==> src/rtl/cnn_window_sequencer_if.sv <==
// -----------------------------------------------------------------------------
// cnn_window_sequencer_if
// Bundles the signals that connect cnn_window_sequencer to the rest of the
// system (frame control, pixel RAM, simpleCNN core).
//
// Signals (direction as seen by the sequencer, i.e. the master modport):
//   IMG_START  in   frame request
//   PIX_ADDR   out  pixel RAM read address
//   PIX_DATA   in   pixel RAM read data, valid one cycle after PIX_ADDR
//   IMGIN      out  packed window, byte (r*WIN+c) = pixel(X+r, Y+c)
//   X, Y       out  window top row / left column
//   START      out  one-cycle pulse to the CNN core
//   DONE       in   CNN core completion
//   WIN_CNT    out  windows completed in the current frame
//   BUSY       out  high whenever the sequencer is not idle
//   FRAME_DONE out  one-cycle pulse after the last window
// The slave modport is the environment's view (RAM, core, frame control).
// -----------------------------------------------------------------------------
interface cnn_window_sequencer_if #(
   parameter int IMG_W = 28,
   parameter int WIN   = 5,
   parameter int PIX_W = 8
);
   localparam int NPOS = IMG_W - WIN + 1;
   localparam int NPIX = WIN * WIN;
   localparam int NWIN = NPOS * NPOS;
   localparam int AW   = $clog2(IMG_W * IMG_W);
   localparam int PW   = $clog2(NPOS);
   localparam int CW   = $clog2(NWIN + 1);

   logic                    IMG_START;
   logic [AW-1:0]           PIX_ADDR;
   logic [PIX_W-1:0]        PIX_DATA;
   logic [NPIX*PIX_W-1:0]   IMGIN;
   logic [PW-1:0]           X;
   logic [PW-1:0]           Y;
   logic                    START;
   logic                    DONE;
   logic [CW-1:0]           WIN_CNT;
   logic                    BUSY;
   logic                    FRAME_DONE;

   modport master (
      input  IMG_START, PIX_DATA, DONE,
      output PIX_ADDR, IMGIN, X, Y, START, WIN_CNT, BUSY, FRAME_DONE
   );

   modport slave (
      output IMG_START, PIX_DATA, DONE,
      input  PIX_ADDR, IMGIN, X, Y, START, WIN_CNT, BUSY, FRAME_DONE
   );
endinterface

==> src/rtl/cnn_window_sequencer.sv <==
// -----------------------------------------------------------------------------
// cnn_window_sequencer
// Frame-level controller for the simpleCNN core. On a frame request it slides
// a WIN x WIN window over an IMG_W x IMG_W image held in a synchronous pixel
// RAM (one-cycle read latency). For every window position it fetches the
// WIN*WIN pixels into the packed IMGIN bus, pulses START for one cycle and
// waits for a rising edge of DONE, then advances in raster order (Y fastest).
//
// Ports:
//   CLK   in  clock, rising edge
//   nRST  in  asynchronous reset, active-low
//   bus   cnn_window_sequencer_if.master (IMG_START, PIX_ADDR, PIX_DATA,
//         IMGIN, X, Y, START, DONE, WIN_CNT, BUSY, FRAME_DONE)
//
// All outputs are registered.
// -----------------------------------------------------------------------------
module cnn_window_sequencer #(
   parameter int IMG_W = 28,
   parameter int WIN   = 5,
   parameter int PIX_W = 8
) (
   input  logic                   CLK,
   input  logic                   nRST,
   cnn_window_sequencer_if.master bus
);
   localparam int NPOS = IMG_W - WIN + 1;
   localparam int NPIX = WIN * WIN;
   localparam int NWIN = NPOS * NPOS;
   localparam int AW   = $clog2(IMG_W * IMG_W);
   localparam int PW   = $clog2(NPOS);
   localparam int FW   = $clog2(NPIX + 1);
   localparam int CW   = $clog2(NWIN + 1);

   localparam logic [PW-1:0] LAST_POS  = PW'(NPOS - 1);
   localparam logic [FW-1:0] LAST_F    = FW'(NPIX);
   localparam logic [FW-1:0] LAST_ADDR = FW'(NPIX - 1);

   typedef enum logic [2:0] {
      S_IDLE,
      S_FETCH,
      S_ISSUE,
      S_WAIT,
      S_ADVANCE,
      S_FIN
   } state_t;

   state_t           state_q, state_d;
   logic [FW-1:0]    f_q, f_d;
   logic [PW-1:0]    x_q, x_d;
   logic [PW-1:0]    y_q, y_d;
   logic [CW-1:0]    win_cnt_q, win_cnt_d;
   logic [AW-1:0]    pix_addr_q, pix_addr_d;
   logic             start_q, start_d;
   logic             busy_q, busy_d;
   logic             frame_done_q, frame_done_d;
   logic             done_q;
   logic             done_rise;
   logic [NPIX*PIX_W-1:0] imgin_w;

   // Address of window pixel f for the window whose corner is (x, y).
   // f/WIN and f%WIN are divisions by a constant on a 5-bit value.
   function automatic logic [AW-1:0] win_addr(input logic [PW-1:0] x,
                                              input logic [PW-1:0] y,
                                              input logic [FW-1:0] f);
      logic [FW-1:0] r;
      logic [FW-1:0] c;
      r = f / FW'(WIN);
      c = f % FW'(WIN);
      return (AW'(x) + AW'(r)) * AW'(IMG_W) + AW'(y) + AW'(c);
   endfunction

   // A DONE level carried over from an earlier window must not count, so
   // only a 0->1 transition observed while waiting advances the sequencer.
   assign done_rise = bus.DONE & ~done_q;

   // -------------------------------------------------------------------------
   // Next-state and datapath control
   // -------------------------------------------------------------------------
   always_comb begin
      state_d    = state_q;
      f_d        = f_q;
      x_d        = x_q;
      y_d        = y_q;
      win_cnt_d  = win_cnt_q;
      pix_addr_d = pix_addr_q;

      case (state_q)
         S_IDLE: begin
            if (bus.IMG_START) begin
               x_d        = '0;
               y_d        = '0;
               win_cnt_d  = '0;
               f_d        = '0;
               pix_addr_d = win_addr('0, '0, '0);
               state_d    = S_FETCH;
            end
         end

         // PIX_ADDR is loaded one step ahead so that while the counter
         // reads f the RAM sees the address of pixel f; its data arrives
         // during step f+1 and is captured into byte f there.
         S_FETCH: begin
            if (f_q == LAST_F) begin
               state_d = S_ISSUE;
            end else begin
               f_d = f_q + FW'(1);
               if (f_q < LAST_ADDR) begin
                  pix_addr_d = win_addr(x_q, y_q, f_q + FW'(1));
               end
            end
         end

         S_ISSUE: begin
            state_d = S_WAIT;
         end

         S_WAIT: begin
            if (done_rise) begin
               state_d = S_ADVANCE;
            end
         end

         S_ADVANCE: begin
            win_cnt_d = win_cnt_q + CW'(1);
            if (y_q < LAST_POS) begin
               y_d        = y_q + PW'(1);
               f_d        = '0;
               pix_addr_d = win_addr(x_q, y_q + PW'(1), '0);
               state_d    = S_FETCH;
            end else if (x_q < LAST_POS) begin
               y_d        = '0;
               x_d        = x_q + PW'(1);
               f_d        = '0;
               pix_addr_d = win_addr(x_q + PW'(1), '0, '0);
               state_d    = S_FETCH;
            end else begin
               state_d = S_FIN;
            end
         end

         S_FIN: begin
            state_d = S_IDLE;
         end

         default: begin
            state_d = S_IDLE;
         end
      endcase
   end

   // Output flags are decoded from the next state so that the registered
   // versions line up exactly with the state they describe.
   always_comb begin
      start_d      = (state_d == S_ISSUE);
      busy_d       = (state_d != S_IDLE);
      frame_done_d = (state_d == S_FIN);
   end

   always_ff @(posedge CLK or negedge nRST) begin
      if (!nRST) begin
         state_q      <= S_IDLE;
         f_q          <= '0;
         x_q          <= '0;
         y_q          <= '0;
         win_cnt_q    <= '0;
         pix_addr_q   <= '0;
         start_q      <= 1'b0;
         busy_q       <= 1'b0;
         frame_done_q <= 1'b0;
         done_q       <= 1'b0;
      end else begin
         state_q      <= state_d;
         f_q          <= f_d;
         x_q          <= x_d;
         y_q          <= y_d;
         win_cnt_q    <= win_cnt_d;
         pix_addr_q   <= pix_addr_d;
         start_q      <= start_d;
         busy_q       <= busy_d;
         frame_done_q <= frame_done_d;
         done_q       <= bus.DONE;
      end
   end

   // -------------------------------------------------------------------------
   // Window byte registers: byte gi captures PIX_DATA on fetch step gi+1.
   // Bytes not yet rewritten keep the previous window's pixel.
   // -------------------------------------------------------------------------
   generate
      for (genvar gi = 0; gi < NPIX; gi++) begin : g_byte
         logic [PIX_W-1:0] byte_q, byte_d;

         always_comb begin
            byte_d = byte_q;
            if ((state_q == S_FETCH) && (f_q == FW'(gi + 1))) begin
               byte_d = bus.PIX_DATA;
            end
         end

         always_ff @(posedge CLK or negedge nRST) begin
            if (!nRST) begin
               byte_q <= '0;
            end else begin
               byte_q <= byte_d;
            end
         end

         assign imgin_w[gi*PIX_W +: PIX_W] = byte_q;
      end
   endgenerate

   assign bus.PIX_ADDR   = pix_addr_q;
   assign bus.IMGIN      = imgin_w;
   assign bus.X          = x_q;
   assign bus.Y          = y_q;
   assign bus.START      = start_q;
   assign bus.WIN_CNT    = win_cnt_q;
   assign bus.BUSY       = busy_q;
   assign bus.FRAME_DONE = frame_done_q;

endmodule

==> src/flat_wrapper.sv <==
// flat-port wrapper written by rule: the top's interface ports become plain ports
module cnn_window_sequencer_flat 
#(
   parameter int IMG_W = 28,
   parameter int WIN   = 5,
   parameter int PIX_W = 8
)
  (CLK, nRST, bus_IMG_START, bus_PIX_DATA, bus_DONE, bus_PIX_ADDR, bus_IMGIN, bus_X, bus_Y, bus_START, bus_WIN_CNT, bus_BUSY, bus_FRAME_DONE);
  cnn_window_sequencer_if #(.IMG_W(IMG_W), .WIN(WIN), .PIX_W(PIX_W)) bus_i ();
  input  logic CLK;
  input  logic nRST;
  input wire logic [$bits(bus_i.IMG_START)-1:0] bus_IMG_START;
  input wire logic [$bits(bus_i.PIX_DATA)-1:0] bus_PIX_DATA;
  input wire logic [$bits(bus_i.DONE)-1:0] bus_DONE;
  output wire logic [$bits(bus_i.PIX_ADDR)-1:0] bus_PIX_ADDR;
  output wire logic [$bits(bus_i.IMGIN)-1:0] bus_IMGIN;
  output wire logic [$bits(bus_i.X)-1:0] bus_X;
  output wire logic [$bits(bus_i.Y)-1:0] bus_Y;
  output wire logic [$bits(bus_i.START)-1:0] bus_START;
  output wire logic [$bits(bus_i.WIN_CNT)-1:0] bus_WIN_CNT;
  output wire logic [$bits(bus_i.BUSY)-1:0] bus_BUSY;
  output wire logic [$bits(bus_i.FRAME_DONE)-1:0] bus_FRAME_DONE;
  assign bus_i.IMG_START = bus_IMG_START;
  assign bus_i.PIX_DATA = bus_PIX_DATA;
  assign bus_i.DONE = bus_DONE;
  assign bus_PIX_ADDR = bus_i.PIX_ADDR;
  assign bus_IMGIN = bus_i.IMGIN;
  assign bus_X = bus_i.X;
  assign bus_Y = bus_i.Y;
  assign bus_START = bus_i.START;
  assign bus_WIN_CNT = bus_i.WIN_CNT;
  assign bus_BUSY = bus_i.BUSY;
  assign bus_FRAME_DONE = bus_i.FRAME_DONE;
  cnn_window_sequencer #(.IMG_W(IMG_W), .WIN(WIN), .PIX_W(PIX_W)) u_core (.CLK(CLK), .nRST(nRST), .bus(bus_i));
endmodule
==> config.mk <==
export PLATFORM = sky130hd
export DESIGN_NAME = cnn_window_sequencer_flat
export DESIGN_NICKNAME = d
export VERILOG_FILES = /design/src/rtl/cnn_window_sequencer_if.sv /design/src/rtl/cnn_window_sequencer.sv /design/src/flat_wrapper.sv
export SDC_FILE = /design/constraint.sdc
export NUM_CORES = 1
export LEC_CHECK = 0
export BUFFER_PORTS_ARGS = -buffer_cell sky130_fd_sc_hd__buf_2
export CAP_MARGIN = 25
export CORE_MARGIN = 1.5
export CORE_UTILIZATION = 55
export CTS_BUF_LIST = sky130_fd_sc_hd__clkbuf_4
export CTS_CLUSTER_DIAMETER = 40
export DETAILED_ROUTE_END_ITERATION = 6
export PLACE_DENSITY = 0.8
export SYNTH_ARGS = -nofsm -noshare
export SYNTH_HDL_FRONTEND = slang
export SYNTH_SLANG_ARGS = --single-unit
==> constraint.sdc <==
create_clock -name CLK -period 9.55 [get_ports CLK]
set_input_delay 0.4775 -clock CLK [delete_from_list [all_inputs] [get_ports CLK]]
set_output_delay 0.4775 -clock CLK [all_outputs]
set_load 0.03 [all_outputs]
==> results.md <==
- Max Slew Vio Count: 0
- Post-Syn Instances: 912
- GP Congestion: 0.860
- First-pass GRT wire length: 46.1 mm
- Number of H-tree levels: 3
- Die height: 147 um
- Root buf cell: clkbuf_4
- Post-route cell area: 13,700 um2
- CTS tree: built
- TNS Setup: 0 ps
- CP max-delay cell: or4b_1
- Drc violations: 0
- Sequential fraction of the synthesis area: between 50% and 60%
- Flop-to-flop setup slack: 2910 ps
- Finish-stage setup viols: 0
- Multi-input gate area: about 5000 um2
- Core Region: 20,300 um2
- Fin nets: 1,266
- Antenna-violating nets left: 0
- Pwr dens: ~400 nW/um2
- Max Freq: roughly 0.15 GHz
- Die ar.: between 20,000 and 25,000 um2
- CP max FO: 11
- Syn avg cell area: 12.6 um2
- Hold Vio Cnt, Final: 0
- Worst-path cell chain: ha_1 > and3_1 > ha_1 > and2_0 > or4_1 > o211ai_1 > ha_1 > inv_1 > fa_1 > xnor2_1 > fa_1 > ha_1 > inv_1 > fa_1 > inv_1 > ha_1 > o21ai_0 > a21oi_1 > o21ai_0 > nor4_1 > or4b_1 > nand3_1
- Top-count cell post-synth: dfrtp_1
- Clock sinks: 242
- Final Core Density: roughly 68%
- Die Wd: 147 um
- Power Total: 5.42 mW
- Vias in the first global route: 8,725
- Place WS: 2940 ps
- Min-Delay Path Class: primary input to flip-flop
- Max_cap viols: 0
- Initial Utilization: 56.4%
- Skew final: 30.2 ps
- Minimum clock period: 6640 ps
- VDD IR max: 0.255 mV
- Startpoint Class: flip-flop
- Vias: about 8,300
- Max clock buf depth: 3
- TritonRoute pass-1 iters: 5
- Initial antenna violation count: 1
- Register area: 6060 um2
- Post-synth cell types: 61
- Syn Nets: 987
- Worst EP required: 10,130 ps
- Clock Latency Late Sink: 650 ps
- IO Count: 245
- Synth Flop Type: dfrtp_1
- Hpwl dp: ~20 mm
- Slew margin rel.: a little over two fifths
- Worst-margin pin slew: 845 ps
- WL/cell: 19.2 um
- Largest net degree at the start of global routing: 110
- Drt via density: roughly 5.5
- CTS clk-pin slew, worst paths: about 60 ps
- Worst setup EP type: flip-flop
- Yosys top cell by area: dfrtp_1
- EDFF count, synth: 0
- GRT Overall Usage: 27.2%
- RSZ-0062 raised after global routing: false
- Post-cts resize count: 0
- Buffers added on ports: between 200 and 250
- TritonCTS Buffers: 66
- Placed inst area: around 13,000 um2
- Drt first-iter violations: 372
- Final worst slack: 2910 ps
- Final Routed Wirelength: 28.8 mm
- Arr. time, crit path: 7230 ps
- Fin crit share: 69.5%
- Synthesis-to-finish area growth: 19.7%
- Ys async rst share: 100%
- Fillers: 1,541
- Status: finished, final reports clean
- Leak: 6.83 nW
- Num rows: 52
- Synth Register Bits: 242
- Synth cell count leaders: dfrtp_1, mux2_2, nand2_1
- Syn. warnings: 0
- Global route overflow: 0
- Crit path largest cell delay: 520 ps
- Share of cells above drive strength 1: 45.4%
- Synth Cell Area: 11,400 um2
- Share of the synthesized area in the top cell type: a little over half
- CP dominant cell by count: ha_1
- Setup CP Type: flip-flop to flip-flop
- Area contributors post-synth: dfrtp_1, mux2_2, ha_1
report_power, final:
part	total (mW)	switching (mW)	internal, mW
Sequential	1.75	0.263	1.49
Combinational	2.79	1.82	0.979
Clock	0.873	0.421	0.452
Total	5.42	2.50	2.92
routing by layer:
metal | vias to the layer above | GRT usage (%) | wire (um)
li1 | 3772 | - | -
met1 | 4219 | 33.7 | 11700
met2 | 277 | 44.2 | 14200
met3 | 52 | 8.39 | 2090
met4 | 0 | 11.4 | 779
met5 | - | 0 | 0
critical path, delay by kind of cell, from the launching register on:
family | cells | cell delay, ps
AOI/OAI and AO/OA | 4 | 840
adders and majority gates | 8 | 2980
DFF | 1 | 500
buffers and inverters | 3 | 150
and+or+nand+nor | 6 | 1630
xor gates and xnor gates | 1 | 490
worst paths after layout:
kind	from	endpoint	cells past startpoint
min	bus_PIX_DATA[2]	u_core.g_byte[24].byte_q[2]$_DFFE_PN0P_	3
max reg2reg	u_core.f_q[0]$_DFFE_PN0P_	u_core.bus.PIX_ADDR[9]$_DFFE_PN0P_	22
min reg2reg	u_core.bus.PIX_ADDR[0]$_DFFE_PN0P_	u_core.bus.PIX_ADDR[0]$_DFFE_PN0P_	2
min in group asynchronous	nRST	u_core.bus.Y[3]$_DFFE_PN0P_	2
max in group asynchronous	nRST	u_core.g_byte[11].byte_q[5]$_DFFE_PN0P_	3
max	u_core.f_q[0]$_DFFE_PN0P_	u_core.bus.PIX_ADDR[9]$_DFFE_PN0P_	22
cell usage in the layout (no fill, tap or decap), drive strengths merged, types with 8 or more instances in the layout:
cell type | netlist | layout
fa | 18 | 18
nand2 | 77 | 77
a21o | 10 | 10
clkinv | 1 | 8
o21ai | 35 | 35
xor2 | 14 | 14
inv | 34 | 37
clkbuf | 31 | 94
dfrtp | 242 | 242
xnor2 | 20 | 20
nor2 | 38 | 38
ha | 45 | 45
nand3 | 16 | 16
nand2b | 10 | 10
mux2 | 192 | 192
a21oi | 25 | 25
buf | 8 | 248
repair_timing:
item | CTS | global route
hold buffers | 2 | 0
endpoints found under the hold margin | 108 | 0
buffers inserted | 0 | 0
final cells by class:
cell class / instances / share of cell area [%]
repair buffers: 250 / 9.49
inverters: 35 / 0.958
clock inverters: 13 / 0.493
well taps: 270 / 2.46
flip-flops and latches: 242 / 44.2
multi-input cells: 596 / 37.2
clock buffers: 94 / 5.15
diodes: 1 / 0.0183
flip-flops by register name, indices dropped and copies added, names as in the netlist:
register               count
u_core.g_byte.byte_q     200
u_core.bus.PIX_ADDR       10
u_core.bus.WIN_CNT        10
u_core.bus.X               5
u_core.bus.Y               5
u_core.f_q                 5
u_core.state_q             3
u_core.bus.BUSY            1
u_core.bus.FRAME_DONE      1
u_core.bus.START           1
u_core.done_q              1
stage by stage:
step,hold WS [ps],cells
floorplan,182,912
global placement,455,1390
detailed placement,471,1390
CTS,299,1499
global route,351,1501
finish,334,1501
kinds of logic (layout without fill, tap and decap cells):
logic type / after synthesis / in the layout / share of synthesized area (%)
DFF: 242 / 242 / 52.9
xor gates and xnor gates: 34 / 34 / 2.60
other: 0 / 1 / 0
AOI/OAI and AO/OA: 116 / 116 / 6.45
adders and majority gates: 63 / 63 / 8.07
buffers and inverters: 74 / 392 / 2.50
muxes: 193 / 193 / 19.0
and+or+nand+nor: 190 / 190 / 8.50
No activity file was read; power rests on OpenSTA's default activity.
